**src/rtl/gmii_tx_arbiter_if.sv**
```systemverilog
// gmii_tx_arbiter_if
//   Bundle of the two sender handshakes and the shared GMII transmit port.
//   master : sender/PHY side (drives req/txctl/txd, observes gnt and PHY bus)
//   slave  : arbiter side (observes req/txctl/txd, drives gnt and PHY bus)
//   Signals: req0/req1, gnt0/gnt1, txctl0/txctl1, txd0/txd1 (8b),
//            gmii_txctl, gmii_txd (8b).
interface gmii_tx_arbiter_if;
  logic       req0;
  logic       req1;
  logic       gnt0;
  logic       gnt1;
  logic       txctl0;
  logic       txctl1;
  logic [7:0] txd0;
  logic [7:0] txd1;
  logic       gmii_txctl;
  logic [7:0] gmii_txd;

  modport master (
    output req0, req1, txctl0, txctl1, txd0, txd1,
    input  gnt0, gnt1, gmii_txctl, gmii_txd
  );

  modport slave (
    input  req0, req1, txctl0, txctl1, txd0, txd1,
    output gnt0, gnt1, gmii_txctl, gmii_txd
  );
endinterface

```
**src/rtl/gmii_tx_arbiter.sv**
```systemverilog
// gmii_tx_arbiter
//   Round-robin scheduler sharing one GMII transmit port between two UDP
//   line senders. The granted sender's txctl/txd reach the PHY through one
//   register stage; a minimum inter-frame gap is enforced between grants.
//   Optional grant reclaim is built when GMII_ARB_TIMEOUT_EN is defined.
// Ports
//   clk            in   GMII transmit clock
//   rst_n          in   synchronous active-low reset
//   bus            if   slave side of gmii_tx_arbiter_if (req/gnt/txctl/txd, PHY)
//   o_busy         out  state is not IDLE
//   o_frame_cnt0/1 out  completed frames per channel, wrapping
//   o_timeout_cnt  out  revoked grants, saturating (0 without the macro)
// Parameters
//   IFG_CYCLES     idle cycles spent in IFG (1..255)
//   GRANT_TIMEOUT  unused-grant limit in cycles (2..65535, macro builds only)
//
// state | meaning
// IDLE  | no grant, arbitrate among pending requests
// GRANT | gnt high, waiting for the granted sender's txctl
// SEND  | forwarding the granted sender's frame
// IFG   | gnt low, counting out the inter-frame gap
module gmii_tx_arbiter #(
  parameter int IFG_CYCLES    = 12,
  parameter int GRANT_TIMEOUT = 4096
) (
  input  logic                clk,
  input  logic                rst_n,
  gmii_tx_arbiter_if.slave    bus,
  output logic                o_busy,
  output logic [15:0]         o_frame_cnt0,
  output logic [15:0]         o_frame_cnt1,
  output logic [7:0]          o_timeout_cnt
);

  if (IFG_CYCLES < 1 || IFG_CYCLES > 255) begin : g_bad_ifg
    $error("IFG_CYCLES must be 1..255");
  end
  if (GRANT_TIMEOUT < 2 || GRANT_TIMEOUT > 65535) begin : g_bad_timeout
    $error("GRANT_TIMEOUT must be 2..65535");
  end

  typedef enum logic [1:0] {
    S_IDLE,
    S_GRANT,
    S_SEND,
    S_IFG
  } state_t;

  localparam logic [7:0] IFG_LOAD = 8'(IFG_CYCLES - 1);

  state_t      r_state;
  state_t      w_state_nxt;
  logic        r_sel;
  logic        r_last;
  logic [7:0]  r_ifg_cnt;
  logic        r_gmii_txctl;
  logic [7:0]  r_gmii_txd;
  logic [15:0] r_frame_cnt0;
  logic [15:0] r_frame_cnt1;

  logic        w_any_req;
  logic        w_win;
  logic        w_txctl_sel;
  logic [7:0]  w_txd_sel;
  logic        w_fwd;
  logic        w_revoke;

  assign w_any_req   = bus.req0 | bus.req1;
  assign w_txctl_sel = r_sel ? bus.txctl1 : bus.txctl0;
  assign w_txd_sel   = r_sel ? bus.txd1 : bus.txd0;
  assign w_fwd       = (r_state == S_GRANT) || (r_state == S_SEND);

  // On a tie the channel not served last wins; otherwise the lone requester.
  always_comb begin
    w_win = bus.req1;
    if (bus.req0 && bus.req1) begin
      w_win = ~r_last;
    end
  end

`ifdef GMII_ARB_TIMEOUT_EN
  localparam logic [15:0] TO_LOAD = 16'(GRANT_TIMEOUT - 1);

  logic [15:0] r_to_cnt;
  logic [7:0]  r_timeout_cnt;

  // A txctl seen on the last allowed cycle still wins over the revoke.
  assign w_revoke = (r_state == S_GRANT) && (r_to_cnt == 16'd0) && !w_txctl_sel;

  always_ff @(posedge clk) begin
    if (!rst_n) begin
      r_to_cnt      <= 16'd0;
      r_timeout_cnt <= 8'd0;
    end else begin
      if (r_state == S_IDLE && w_any_req) begin
        r_to_cnt <= TO_LOAD;
      end else if (r_state == S_GRANT && r_to_cnt != 16'd0) begin
        r_to_cnt <= r_to_cnt - 16'd1;
      end
      if (w_revoke && r_timeout_cnt != 8'hFF) begin
        r_timeout_cnt <= r_timeout_cnt + 8'd1;
      end
    end
  end

  assign o_timeout_cnt = r_timeout_cnt;
`else
  assign w_revoke      = 1'b0;
  assign o_timeout_cnt = 8'h00;
`endif

  always_comb begin
    w_state_nxt = r_state;
    case (r_state)
      S_IDLE: begin
        if (w_any_req) w_state_nxt = S_GRANT;
      end
      S_GRANT: begin
        if (w_txctl_sel)   w_state_nxt = S_SEND;
        else if (w_revoke) w_state_nxt = S_IFG;
      end
      S_SEND: begin
        if (!w_txctl_sel) w_state_nxt = S_IFG;
      end
      S_IFG: begin
        if (r_ifg_cnt == 8'd0) w_state_nxt = S_IDLE;
      end
      default: w_state_nxt = S_IDLE;
    endcase
  end

  always_ff @(posedge clk) begin
    if (!rst_n) begin
      r_state      <= S_IDLE;
      r_sel        <= 1'b0;
      r_last       <= 1'b1;
      r_ifg_cnt    <= 8'd0;
      r_gmii_txctl <= 1'b0;
      r_gmii_txd   <= 8'h00;
      r_frame_cnt0 <= 16'd0;
      r_frame_cnt1 <= 16'd0;
    end else begin
      r_state <= w_state_nxt;

      // Pointer moves on every grant, including ones later revoked.
      if (r_state == S_IDLE && w_any_req) begin
        r_sel  <= w_win;
        r_last <= w_win;
      end

      if (w_state_nxt == S_IFG && r_state != S_IFG) begin
        r_ifg_cnt <= IFG_LOAD;
      end else if (r_state == S_IFG && r_ifg_cnt != 8'd0) begin
        r_ifg_cnt <= r_ifg_cnt - 8'd1;
      end

      if (r_state == S_SEND && !w_txctl_sel) begin
        if (r_sel) r_frame_cnt1 <= r_frame_cnt1 + 16'd1;
        else       r_frame_cnt0 <= r_frame_cnt0 + 16'd1;
      end

      if (w_fwd) begin
        r_gmii_txctl <= w_txctl_sel;
        r_gmii_txd   <= w_txd_sel;
      end else begin
        r_gmii_txctl <= 1'b0;
        r_gmii_txd   <= 8'h00;
      end
    end
  end

  assign bus.gnt0       = w_fwd && !r_sel;
  assign bus.gnt1       = w_fwd && r_sel;
  assign bus.gmii_txctl = r_gmii_txctl;
  assign bus.gmii_txd   = r_gmii_txd;
  assign o_busy         = (r_state != S_IDLE);
  assign o_frame_cnt0   = r_frame_cnt0;
  assign o_frame_cnt1   = r_frame_cnt1;

endmodule

```
**src/flat_wrapper.sv**
```systemverilog
// flat-port wrapper written by rule: the top's interface ports become plain ports
module gmii_tx_arbiter_flat 
#(
  parameter int IFG_CYCLES    = 12,
  parameter int GRANT_TIMEOUT = 4096
)
  (clk, rst_n, o_busy, o_frame_cnt0, o_frame_cnt1, o_timeout_cnt, bus_req0, bus_req1, bus_txctl0, bus_txctl1, bus_txd0, bus_txd1, bus_gnt0, bus_gnt1, bus_gmii_txctl, bus_gmii_txd);
  gmii_tx_arbiter_if bus_i ();
  input  logic clk;
  input  logic rst_n;
  output logic o_busy;
  output logic [15:0] o_frame_cnt0;
  output logic [15:0] o_frame_cnt1;
  output logic [7:0] o_timeout_cnt;
  input wire logic [$bits(bus_i.req0)-1:0] bus_req0;
  input wire logic [$bits(bus_i.req1)-1:0] bus_req1;
  input wire logic [$bits(bus_i.txctl0)-1:0] bus_txctl0;
  input wire logic [$bits(bus_i.txctl1)-1:0] bus_txctl1;
  input wire logic [$bits(bus_i.txd0)-1:0] bus_txd0;
  input wire logic [$bits(bus_i.txd1)-1:0] bus_txd1;
  output wire logic [$bits(bus_i.gnt0)-1:0] bus_gnt0;
  output wire logic [$bits(bus_i.gnt1)-1:0] bus_gnt1;
  output wire logic [$bits(bus_i.gmii_txctl)-1:0] bus_gmii_txctl;
  output wire logic [$bits(bus_i.gmii_txd)-1:0] bus_gmii_txd;
  assign bus_i.req0 = bus_req0;
  assign bus_i.req1 = bus_req1;
  assign bus_i.txctl0 = bus_txctl0;
  assign bus_i.txctl1 = bus_txctl1;
  assign bus_i.txd0 = bus_txd0;
  assign bus_i.txd1 = bus_txd1;
  assign bus_gnt0 = bus_i.gnt0;
  assign bus_gnt1 = bus_i.gnt1;
  assign bus_gmii_txctl = bus_i.gmii_txctl;
  assign bus_gmii_txd = bus_i.gmii_txd;
  gmii_tx_arbiter #(.IFG_CYCLES(IFG_CYCLES), .GRANT_TIMEOUT(GRANT_TIMEOUT)) u_core (.clk(clk), .rst_n(rst_n), .bus(bus_i), .o_busy(o_busy), .o_frame_cnt0(o_frame_cnt0), .o_frame_cnt1(o_frame_cnt1), .o_timeout_cnt(o_timeout_cnt));
endmodule
```
**config.mk**
```make
export PLATFORM = sky130hd
export DESIGN_NAME = gmii_tx_arbiter_flat
export DESIGN_NICKNAME = d
export VERILOG_FILES = /design/src/rtl/gmii_tx_arbiter_if.sv /design/src/rtl/gmii_tx_arbiter.sv /design/src/flat_wrapper.sv
export SDC_FILE = /design/constraint.sdc
export NUM_CORES = 1
export LEC_CHECK = 0
export ABC_AREA = 1
export CORE_ASPECT_RATIO = 1.5
export CORE_MARGIN = 2
export CORE_UTILIZATION = 43
export DETAILED_ROUTE_END_ITERATION = 10
export HOLD_SLACK_MARGIN = 0.02
export PLACE_DENSITY = 0.83
export RECOVER_POWER = 50
export SYNTH_ARGS = -nofsm -noshare
export SYNTH_HDL_FRONTEND = slang
export SYNTH_SLANG_ARGS = --single-unit
```
**constraint.sdc**
```tcl
create_clock -name clk -period 1.6 [get_ports clk]
set_input_delay 0.32 -clock clk [delete_from_list [all_inputs] [get_ports clk]]
set_output_delay 0.32 -clock clk [all_outputs]
set_load 0.03 [all_outputs]
```
==> impl_metrics.tcl <==
set metrics [dict create \
    pwr_density_cell_nw_per_um2 759 \
    numCtsBuffers 5 \
    dp_hpwl_microns 4670 \
    synth_top_family_by_area "simple AND/OR/NAND/NOR gates" \
    grt_use_total 0.191 \
    fin_nets 491 \
    p_leak_nw 1.77 \
    coreArea_sq_um 5870 \
    yosys.area.top_type_share 0.403 \
    cts.sinks 53 \
    ir_drop_v 0.000494 \
    rsz0062_at_grt "true" \
    seq_area_sq_um 1070 \
    cp_top_family "flip-flops" \
    grt_pass1_wl_microns 10300 \
    max-cap-violations 0 \
    fin_setup_tns_ns -0.132 \
    gp_congestion 0.868 \
    ys_seq_elements 53 \
    cts-root-buf "clkbuf_8" \
    worst_slack_ns -0.0885 \
    dp_worst_setup_slack_ns -0.246 \
    core.rowCount 34 \
    wl_per_cell_microns 12.1 \
    crit_fanout 3 \
    hold_path.class "flip-flop to flip-flop" \
    avgViaCountPerCell 4.86 \
    clk_latency_ns 0.31 \
    synth.avg_cell_area_sq_um 7.21 \
    start_kind "flip-flop" \
    port_buffers 65 \
    drt_iter0_drc 97 \
    timing.final.crit_share 1.06 \
    dr_total_vias 2588 \
    startpoint "u_core.r_state[0]$_SDFF_PN0_" \
    die_h_microns 99.8 \
    wirelength_microns 6440 \
    yosysWarnings 0 \
    grt_pass1_vias 2509 \
    overflow 0 \
    crit_buf_inv 4 \
    synth-xor-area-share 0.0399 \
    drc 0 \
    crit_top_cell "buf_6" \
    cts_tree "yes" \
    synth_compound_area_frac 0.110 \
    dieArea_sq_um 6780 \
    h-tree-depth 2 \
    synth-seq-area-share 0.403 \
    yosys-top-cells-area "dfxtp_1 (40%), nand2_1 (11%), inv_1 (7.0%)" \
    placed_cell_area_sq_um 3510 \
    crit_chain "inv_2, buf_6, ha_4, inv_4, nor2_4, buf_6" \
    most-common-layout-cells "nand2_1 (72), dfxtp_1 (47), inv_1 (43)" \
    synthSimpleGateAreaFrac 0.298 \
    synthAdderAreaFrac 0.0428 \
    required_ns 1.28 \
    yosysTopAreaCell "dfxtp_1" \
    layout.cells.most_common "nand2_1" \
    area_growth_pct 40.8 \
    netlist_instances 365 \
    fin_crit_ns 1.69 \
    antenna_found_initial 0 \
    fillCellCount 515 \
    synthMuxAreaShare 0 \
    endpoint_kind "primary output" \
    max_stage_delay_ns 0.35 \
    reg2reg_from "u_core.r_state[1]$_SDFF_PN0_" \
    clk_pin_slew_ns 0.10 \
    hold_path_startpoint "u_core.o_frame_cnt0[3]$_SDFFE_PN0P_" \
    ant_nets 0 \
    yosysUniqueCellTypes 32 \
    start_util 0.448 \
    run_status "complete, but fails checks" \
    r2r_setup_slack_ns 0.02 \
    pin_count 74 \
    max-clock-path-buffers 2 \
    postLayoutCellArea_sq_um 3710 \
    multi_input_area_sq_um 1410 \
    cpMaxStageDelayCell "dfxtp_2" \
    worst-setup-path-type "flip-flop to primary output" \
    layout-drive-gt1-share 0.180 \
    fin_skew_ns 0.00772 \
    syn_area_sq_um 2630 \
    finalMaxSlewViolations 0 \
    violations "setup timing" \
    fmax_mhz 592 \
    diodes 0 \
    arrival_ns 1.37 \
    dr.pass1.iters 4 \
    fp.dieW_microns 67.9 \
    final_core_util 0.631 \
    grt_max_degree 18 \
    final_hold_viol_count 0 \
    setup_violations 2 \
]
[registers in the layout (all words and copies together), names as in the netlist]
signal                 count
u_core.o_frame_cnt1       16
u_core.r_ifg_cnt           8
u_core.bus.gmii_txctl      1
u_core.r_last              1
u_core.r_state             2
u_core.o_frame_cnt0       16
u_core.r_sel               1
u_core.bus.gmii_txd        8
[repair_timing]
item	CTS	global route
setup endpoints to repair	49	26
setup buffers	1	5
hold buffers	0	0
pin swaps	1	10
resized for setup	47	32
[through the flow]
stage | instances | power [mW] | hold WS, ns
after CTS | 529 | 2.79 | 0.487
after global routing | 533 | 2.96 | 0.486
final | 533 | 2.81 | 0.462
after global placement | 520 | 1.96 | 0.438
after detailed placement | 520 | 1.98 | 0.468
after floorplan | 372 | 1.76 | 0.429
[area by class of cell]
class | instances | share of cell area
multi-input cells | 254 | 0.382
flip-flops and latches | 53 | 0.290
repair buffers | 94 | 0.225
inverters | 52 | 0.0537
well taps | 72 | 0.0243
clock buffers | 6 | 0.0223
clock inverters | 2 | 0.00371
[final timing paths]
kind | cells after the start | to
worst max register to register | 9 | u_core.o_frame_cnt1[14]$_SDFFE_PN0P_
worst min register to register | 1 | u_core.o_frame_cnt0[3]$_SDFFE_PN0P_
worst min-delay path | 1 | u_core.o_frame_cnt0[3]$_SDFFE_PN0P_
worst max-delay path | 6 | bus_gnt0
[report_power, final]
part           leakage [nW]  internal, mW  switching (mW)
clock                0.0512         0.352           0.451
combinational          1.29         0.266           0.363
sequential            0.432          1.36          0.0212
total                  1.77          1.98           0.835
[routing by layer]
| layer | wire (microns) | global-route usage | vias up |
|---|---|---|---|
| met5 | 0 | 0 | - |
| met4 | 123 | 0.0846 | 0 |
| met3 | 281 | 0.0348 | 10 |
| met2 | 3520 | 0.357 | 57 |
| met1 | 2510 | 0.197 | 1185 |
| li1 | - | - | 1336 |
[kinds of logic after synthesis]
group | after synthesis
other | 1
buffers and inverters | 65
DFF | 53
and+or+nand+nor | 169
xor gates and xnor gates | 12
adders and majority gates | 9
AOI/OAI and AO/OA | 56
[synthesized netlist by cell type]
| master | instances |
|---|---|
| ha_1 | 9 |
| xor2_1 | 11 |
| nor2_1 | 45 |
| a21oi_1 | 33 |
| o211ai_1 | 1 |
| nor3b_1 | 3 |
| nor3_1 | 11 |
| nor2_2 | 1 |
| a211oi_1 | 1 |
| clkinv_2 | 1 |
| nand2_4 | 1 |
| dfxtp_1 | 53 |
| nor2_4 | 2 |
| o21a_1 | 1 |
| nand4_1 | 5 |
| nand3_2 | 3 |
| nor3_2 | 3 |
| inv_2 | 2 |
| xnor2_1 | 1 |
| and2_1 | 1 |
| o21ai_1 | 3 |
| conb_1 | 1 |
| inv_1 | 49 |
| buf_4 | 8 |
| nand3_1 | 14 |
| clkbuf_1 | 5 |
| nand2_1 | 76 |
| nand4_2 | 1 |
| nand4_4 | 1 |
| o21ai_0 | 16 |
| a31oi_1 | 1 |
| nand2_2 | 2 |
Note: power is estimated with default switching activity, not from simulation.
